$ cat src/rtl/spi_shift_engine_pkg.sv
// Shared types and sizing helpers for the SPI shift engine.
// Holds the FSM state encoding and the SCK edge-counter width.
package spi_shift_engine_pkg;

    typedef enum logic [1:0] {
        ST_IDLE,
        ST_SETUP,
        ST_SHIFT,
        ST_STORE
    } state_t;

    // Bits needed to count the 2*WIDTH SCK edges of one word.
    function automatic int edge_cnt_w(input int width);
        return (2 * width > 1) ? $clog2(2 * width) : 1;
    endfunction

endpackage

$ cat src/rtl/spi_shift_engine_clk_gen.sv
// SCK timebase: half-period down-counter, edge tick and leading/trailing flag.
// Latency: first tick clk_div+1 cycles after load, then every clk_div+1 cycles while run=1.
// Backpressure: none; the counter free-runs while run is high.
module spi_shift_engine_clk_gen #(
    parameter int CLKDIV_W = 8
) (
    input  logic                clk,
    input  logic                rstn,
    input  logic                load,
    input  logic                run,
    input  logic                shift,
    input  logic [CLKDIV_W-1:0] clk_div,
    output logic                tick,
    output logic                leading
);

    logic [CLKDIV_W-1:0] cnt;

    assign tick = run && (cnt == '0);

    always_ff @(posedge clk or negedge rstn) begin
        if (!rstn) begin
            cnt     <= '0;
            leading <= 1'b1;
        end else if (load) begin
            cnt     <= clk_div;
            leading <= 1'b1;
        end else if (run) begin
            if (cnt == '0) begin
                cnt <= clk_div;
                // Only SHIFT-phase ticks are real SCK edges; the SETUP tick is not.
                if (shift) leading <= ~leading;
            end else begin
                cnt <= cnt - CLKDIV_W'(1);
            end
        end
    end

endmodule

$ cat src/rtl/spi_shift_engine.sv
// SPI master word engine between TX and RX FIFOs; optional LSB-first via SPI_LSB_FIRST_EN.
// Latency: 1 + (2*WIDTH+1)*(clk_div+1) + 1 cycles per word, one IDLE cycle between words.
// Backpressure: a word starts only when the RX FIFO has room, so rx_write never overflows it.
module spi_shift_engine
    import spi_shift_engine_pkg::*;
#(
    parameter int WIDTH    = 8,
    parameter int CLKDIV_W = 8
) (
    input  logic                clk,
    input  logic                rstn,
    input  logic                enable,
    input  logic [CLKDIV_W-1:0] clk_div,
    input  logic                cpol,
    input  logic                cpha,
    input  logic [WIDTH-1:0]    tx_data,
    input  logic                tx_exists,
    output logic                tx_read,
    output logic [WIDTH-1:0]    rx_data,
    output logic                rx_write,
    input  logic                rx_full,
    output logic                sck,
    output logic                mosi,
    input  logic                miso,
`ifdef SPI_LSB_FIRST_EN
    input  logic                lsb_first,
`endif
    output logic                busy
);

    localparam int             EW        = edge_cnt_w(WIDTH);
    localparam logic [EW-1:0]  LAST_EDGE = EW'(2 * WIDTH - 1);

    state_t           state;
    logic             cpha_q;
    logic             lsb_q;
    logic             lsb_sel;
    logic [WIDTH-1:0] tx_sh;
    logic [WIDTH-1:0] rx_sh;
    logic [WIDTH-1:0] rx_upd;
    logic [EW-1:0]    edge_cnt;
    logic             tick;
    logic             leading;
    logic             start;
    logic             sample_edge;
    logic             drive_edge;

`ifdef SPI_LSB_FIRST_EN
    assign lsb_sel = lsb_first;
`else
    assign lsb_sel = 1'b0;
`endif

    function automatic logic first_bit(input logic [WIDTH-1:0] v, input logic lsb);
        return lsb ? v[0] : v[WIDTH-1];
    endfunction

    function automatic logic [WIDTH-1:0] tx_next(input logic [WIDTH-1:0] v, input logic lsb);
        return lsb ? (v >> 1) : (v << 1);
    endfunction

    function automatic logic [WIDTH-1:0] rx_next(input logic [WIDTH-1:0] v, input logic b,
                                                 input logic lsb);
        return lsb ? {b, v[WIDTH-1:1]} : {v[WIDTH-2:0], b};
    endfunction

    assign start       = (state == ST_IDLE) && enable && tx_exists && !rx_full;
    assign sample_edge = tick && (state == ST_SHIFT) && (leading ^ cpha_q);
    // With cpha=0 the first bit went out at start, so the final trailing edge has nothing left to drive.
    assign drive_edge  = tick && (state == ST_SHIFT) && !(leading ^ cpha_q)
                         && !(!cpha_q && (edge_cnt == LAST_EDGE));
    assign rx_upd      = sample_edge ? rx_next(rx_sh, miso, lsb_q) : rx_sh;
    assign busy        = (state != ST_IDLE);

    spi_shift_engine_clk_gen #(
        .CLKDIV_W (CLKDIV_W)
    ) u_clk_gen (
        .clk     (clk),
        .rstn    (rstn),
        .load    (start),
        .run     ((state == ST_SETUP) || (state == ST_SHIFT)),
        .shift   (state == ST_SHIFT),
        .clk_div (clk_div),
        .tick    (tick),
        .leading (leading)
    );

    always_ff @(posedge clk or negedge rstn) begin
        if (!rstn) begin
            state    <= ST_IDLE;
            tx_read  <= 1'b0;
            rx_write <= 1'b0;
            rx_data  <= '0;
            sck      <= 1'b0;
            mosi     <= 1'b0;
            cpha_q   <= 1'b0;
            lsb_q    <= 1'b0;
            tx_sh    <= '0;
            rx_sh    <= '0;
            edge_cnt <= '0;
        end else begin
            tx_read  <= 1'b0;
            rx_write <= 1'b0;
            case (state)
                ST_IDLE: begin
                    sck <= cpol;
                    if (start) begin
                        tx_read  <= 1'b1;
                        cpha_q   <= cpha;
                        lsb_q    <= lsb_sel;
                        edge_cnt <= '0;
                        if (!cpha) begin
                            mosi  <= first_bit(tx_data, lsb_sel);
                            tx_sh <= tx_next(tx_data, lsb_sel);
                        end else begin
                            tx_sh <= tx_data;
                        end
                        state <= ST_SETUP;
                    end
                end
                ST_SETUP: begin
                    if (tick) state <= ST_SHIFT;
                end
                ST_SHIFT: begin
                    if (tick) begin
                        sck      <= ~sck;
                        rx_sh    <= rx_upd;
                        edge_cnt <= edge_cnt + EW'(1);
                        if (drive_edge) begin
                            mosi  <= first_bit(tx_sh, lsb_q);
                            tx_sh <= tx_next(tx_sh, lsb_q);
                        end
                        // Push is registered here so rx_write is high during the STORE cycle itself.
                        if (edge_cnt == LAST_EDGE) begin
                            rx_data  <= rx_upd;
                            rx_write <= 1'b1;
                            state    <= ST_STORE;
                        end
                    end
                end
                ST_STORE: begin
                    state <= ST_IDLE;
                end
                default: state <= ST_IDLE;
            endcase
        end
    end

endmodule
$ cat config.mk
export PLATFORM = sky130hd
export DESIGN_NAME = spi_shift_engine
export DESIGN_NICKNAME = d
export VERILOG_FILES = /design/src/rtl/spi_shift_engine_pkg.sv /design/src/rtl/spi_shift_engine_clk_gen.sv /design/src/rtl/spi_shift_engine.sv
export SDC_FILE = /design/constraint.sdc
export NUM_CORES = 1
export LEC_CHECK = 0
export ABC_AREA = 1
export CORE_ASPECT_RATIO = 0.5
export CORE_UTILIZATION = 45
export CTS_CLUSTER_DIAMETER = 80
export DETAILED_ROUTE_END_ITERATION = 7
export DONT_BUFFER_PORTS = 1
export GPL_TIMING_DRIVEN = 0
export MAX_ROUTING_LAYER = met4
export PLACE_DENSITY = 0.58
export SLEW_MARGIN = 20
export SYNTH_ARGS = -nofsm -noshare
export SYNTH_HDL_FRONTEND = slang
export SYNTH_SLANG_ARGS = --single-unit
$ cat constraint.sdc
create_clock -name clk -period 2.2 [get_ports clk]
set_input_delay 0.55 -clock clk [delete_from_list [all_inputs] [get_ports clk]]
set_output_delay 0.55 -clock clk [all_outputs]
set_load 0.005 [all_outputs]
-- After elaboration in Yosys (flattened, before gate mapping)
Cells that the tools add are included.
- reductions and logical operators: 30
- add/subtract/negate cells: 2
- equal/unequal tests: 10
- shift-type cells: 0
- multiplexer cells: 33
- $mul: 0
- divide/modulo/power cells: 0
- $lt $le $gt $ge: 0
- bitwise operators: 3
- operators by type and width (cell ; number):
    2-to-1 mux 8 bit ; 8
    one-hot mux 8 bit (2 select lines) ; 1
    2-to-1 mux 1 bit ; 14
    inequality test 2 bit, second input constant ; 6
    nonzero test 2 bit ; 5
    logical AND 1 bit ; 9
    AND reduction 3 bit ; 3
    zero test 8 bit ; 1
    2-to-1 mux 2 bit ; 4
    2-to-1 mux 4 bit ; 2
    one-hot mux 2 bit (4 select lines) ; 1
    one-hot mux 4 bit (2 select lines) ; 1
    AND reduction 4 bit ; 2
    subtractor 8 x 1 -> 8 bit, second input constant ; 1
    AND reduction 2 bit ; 3
    AND reduction 5 bit ; 1
    adder 4 x 1 -> 4 bit, second input constant ; 1
    == test 2 bit, second input constant ; 2
    == test 4 bit, second input constant ; 1
    zero test 1 bit ; 4
    one-hot mux 1 bit (2 select lines) ; 2
    == test 2 x 1 -> 1 bit, second input constant ; 1
    zero test 2 bit ; 1
    inverter 1 bit ; 2
    2 further kinds ; 2
- memories kept: 0
- latch bits: 0
- output and inout bits: 13
- memory bits (read-only): 0
- memory bits (writable): 0
- flip-flop bits (word level): 44
- word-level logic and storage cells: 90

-- Logic depth before layout (Yosys ltp)
- depth after elaboration: 9
- depth in mapped cells: 10
- depth with buffers taken out: 9

-- Hierarchy
Synthesis repeated with hierarchy kept, for this count alone.
- cells, all modules: 334
- area total of the unflattened synthesis: 2565.0 µm²
- by module, submodules not included (module ; cells an instance ; area each (µm²) ; times used):
    spi_shift_engine ; 236 ; 1893.1 ; 1
    spi_shift_engine_clk_gen ; 98 ; 671.9 ; 1

-- Worst setup path after synthesis
OpenSTA, ideal clock, no wires.
- path kind: register to register
- from: reg state[0]
- to: reg tx_sh[7]
- cell stages (with the launch flop): 11
- data required time: 2.078 ns
- library setup time: 0.122 ns
- path slack: 0.602 ns
- arrival: 1.476 ns
- path buffers: 2
- cell sequence: dfrtp_1 > inv_1 > ha_1 > buf_4 > inv_1 > nand2_1 > nand2_4 > nand2_4 > buf_6 > nand2_2 > o21ai_2
- longest elaborated chain between the ends: 8
- elaborated cells between the ends (all ways): 17
- ends and longest elaborated chain (element ; RTL line ; source):
    start, declared ; spi_shift_engine.sv:34 ; state_t state;
    start signal, assigned ; spi_shift_engine.sv:90 ; state <= ST_IDLE;
    start signal, assigned ; spi_shift_engine.sv:118 ; state <= ST_SETUP;
    start signal, assigned ; spi_shift_engine.sv:122 ; if (tick) state <= ST_SHIFT;
    == test 2 x 1 -> 1 bit or == test 2 bit (tied branches) ; spi_shift_engine.sv:81, spi_shift_engine.sv:70, spi_shift_engine.sv:104 ;
    logical OR 1 bit ; spi_shift_engine.sv:81 ; .run ((state == ST_SETUP) || (state == ST_SHIFT)),
    logical AND 1 bit ; spi_shift_engine_clk_gen.sv:19 ; assign tick = run && (cnt == '0);
    logical AND 1 bit (2 in a row) ; spi_shift_engine.sv:70 ; assign drive_edge = tick && (state == ST_SHIFT) && !(leading ^ cpha_q)
    logical AND 1 bit ; spi_shift_engine.sv:71 ; && !(!cpha_q && (edge_cnt == LAST_EDGE));
    inequality test 2 bit (no source line) ; - ;
    AND reduction 4 bit (no source line) ; - ;
    end signal, assigned ; spi_shift_engine.sv:114 ; tx_sh <= tx_next(tx_data, lsb_sel);
    end signal, assigned ; spi_shift_engine.sv:116 ; tx_sh <= tx_data;
    end signal, assigned ; spi_shift_engine.sv:131 ; tx_sh <= tx_next(tx_sh, lsb_q);
    end, declared ; spi_shift_engine.sv:38 ; logic [WIDTH-1:0] tx_sh;
Several ways; a longest one is shown, not always the timed one.
A chain may end at the register's enable or synchronous reset.

-- Worst setup path in the final report
- from: reg state[0]
- to: reg u_clk_gen.cnt[5]
- longest elaborated chain between the ends: 5
- elaborated cells between the ends (all ways): 9
- ends and longest elaborated chain (element ; RTL line ; source):
    zero test 2 bit ; spi_shift_engine.sv:67 ; assign start = (state == ST_IDLE) && enable && tx_exists && !rx_full;
    logical AND 1 bit (3 in a row) ; spi_shift_engine.sv:67 ;
    2-to-1 mux 8 bit or nonzero test 2 bit (tied branches) ; - ;
    end signal, assigned ; spi_shift_engine_clk_gen.sv:26 ; cnt <= clk_div;
    end signal, assigned ; spi_shift_engine_clk_gen.sv:30 ; cnt <= clk_div;
    end signal, assigned ; spi_shift_engine_clk_gen.sv:34 ; cnt <= cnt - CLKDIV_W'(1);
    end, declared ; spi_shift_engine_clk_gen.sv:17 ; logic [CLKDIV_W-1:0] cnt;
Several ways; a longest one is shown, not always the timed one.

==> out/qor.csv <==
metric,value,unit
status,completed,
synth_largest_area_cell,dfrtp_1,
initial_core_util,48.6,%
core,5130,sq um
ys_types,30,
cts_resized,0,
final_area,2720,sq um
hold_viol,0,
tritoncts,yes,
place_ws,0.339,ns
ys_top_cells_by_count,"nand2_1, dfrtp_1, inv_1",
seq_area_frac_synth,44.2,%
rsz0062_at_grt,false,
antenna_cells,0,
fin_setup_tns,0,ns
async_flop_share,100,%
yosysMostFrequentCell,nand2_1,
vias_per_cell,5.12,
worstPathArrival,2.05,ns
clockBufferDepth,2,
multi_input_area,1220,sq um
seqCellArea,1100,sq um
slowest_stage,dfrtp_1,
slowest_delay,0.39,ns
finalCoreUtilization,53.0,%
numClockSinks,44,
routed_wl,4970,um
drt_iter0_drc,51,
max_freq,533,MHz
remaining_drc_errors,0,
synth-edff-count,0,
grt_antenna_before_repair,0,
relSlewSlack,68.9,%
end_kind,flip-flop,
synth_top_area_share,43.1,%
start_kind,flip-flop,
reg2reg_slack,0.32,ns
die_w,107,um
max_cap_viol_count,0,
dpl_cell_area,2580,sq um
setup_slack,0.325,ns
chipHeight,54.7,um
wl_per_cell,13.0,um
grt_pass1_vias,1883,
clk_pin_slew,0.09,ns
setup_viol,0,
cts.htree.levels,2,
io_pins,37,
fillers,496,
vias,1962,
syn_avg_cell_area,8.21,sq um
post-route-period-util,85.2,%
drive_gt1_share,15.0,%
grt_usage,19.9,%
p_leak,1.41,nW
grt.overflow.total,0,
insertion_delay,0.29,ns
gp_congestion,0.812,
final_max_slew_viol_count,0,
skew,0.0100,ns
syn_area,2490,sq um
hp-class,primary input to async pin,
synth-seq-cells,44,
crit_fanout,10,
cts_root_buf,clkbuf_8,
syn2layout_area_growth,9.08,%
synth-main-ff-cell,dfrtp_1,
drt_first_pass_iters,4,
ys_top_cells_by_area,"dfrtp_1, nand2_1, nand3_1",
io_buffers,0,
power_density,1250,nW/um^2
grt_max_degree,44,
cts_buffers,5,
period_minus_slack,1.88,ns
die_area,5860,sq um
syn-num-nets,335,
synth_warnings,0,
max-vdd-ir-drop,0.000509,V
fp-row-count,18,
synthCells,304,
grt_pass1_wl,8560,um
drtAntennaViolNets,0,
critPathRequiredTime,2.37,ns
dpl.hpwl,3580,um
critPathKind,flip-flop to flip-flop,
worst_slew_pin_slew,0.464,ns
fin_nets,343,
critical_path.cell_chain,inv_1 -> ha_1 -> nand4_2 -> inv_2 -> nor2_1 -> buf_4 -> nand3_1 -> nand2_1 -> o21ai_0,
worst max-delay path, delay by kind of cell (launching register included):
kind | cells | cell delay, ns
AO/OA/AOI/OAI | 1 | 0.07
adder cells (fa/ha/maj) | 1 | 0.29
buffers and inverters | 3 | 0.40
flip-flops | 1 | 0.39
AND/OR/NAND/NOR | 4 | 0.60
kinds of logic after synthesis:
group	synth area share, %
DFF	44.2
muxes	1.60
buffers and inverters	7.02
xor gates and xnor gates	0.702
and+or+nand+nor	32.2
adders and majority gates	3.51
AOI/OAI and AO/OA	10.7
layer usage:
metal / global-route usage [%] / part of all wire [%] / wire (um)
met4: 3.42 / 0.28 / 14
met1: 25.6 / 51 / 2550
met3: 5.24 / 5.6 / 279
met2: 32.7 / 43 / 2130
met5: - / 0 / 0
sequential cells by signal (all words and copies together) (netlist names):
signal / cells
rx_data: 8
rx_sh: 8
tx_sh: 8
u_clk_gen.cnt: 8
edge_cnt: 4
state: 2
cpha_q: 1
mosi: 1
rx_write: 1
sck: 1
tx_read: 1
u_clk_gen.leading: 1
metrics by stage:
stage	cells	total power [mW]	hold WS, ns
2_1_floorplan	304	2.47	0.254
3_3_place_gp	374	2.73	0.256
3_5_place_dp	374	2.77	0.256
4_1_cts	383	3.43	0.0759
5_1_grt	383	3.71	0.0627
6_report	383	3.40	0.0786
timing repair:
action / 4_1_cts / 5_1_grt
hold endpoints to repair: 43 / 0
hold buffers: 1 / 0
setup buffers: 0 / 0
final timing paths:
path / startpoint / to / cells after the start
setup / recovery: state[0] / u_clk_gen.cnt[5] / 9
hold / removal: rstn / tx_sh[6] / 1
setup reg to reg: state[0] / u_clk_gen.cnt[5] / 9
hold reg to reg: u_clk_gen.cnt[1] / u_clk_gen.cnt[1] / 2
max in group asynchronous: rstn / u_clk_gen.cnt[6] / 1
min in group clk: tx_data[0] / tx_sh[0] / 2
where the power goes:
part / total, mW / leakage, nW / switching [mW] / internal [mW]
Sequential: 1.21 / 0.573 / 0.172 / 1.04
Clock: 0.623 / 0.0541 / 0.287 / 0.336
Combinational: 1.57 / 0.783 / 1.02 / 0.546
Total: 3.40 / 1.41 / 1.48 / 1.92
placed cells by master (no fill, tap or decap), drive strengths merged:
master    count
xor2          2
buf           6
and2          8
mux2i         4
clkbuf        6
o21ai        37
bufinv        1
a21oi         6
a211oi        3
clkinvlp      1
clkinv        1
nand3        34
or2           2
nand4         3
nand2        92
ha            7
dfstp         1
inv          36
nor2         20
dfrtp        43
cell type report:
class	instances	share of cell area [%]
repair buffers	1	1.01
flip-flops and latches	44	40.5
multi-input cells	218	44.7
clock buffers	5	2.53
plain buffers	6	1.47
well taps	70	3.22
inverters	36	4.97
clock inverters	3	1.56
Note: power is estimated with default switching activity, not from simulation.
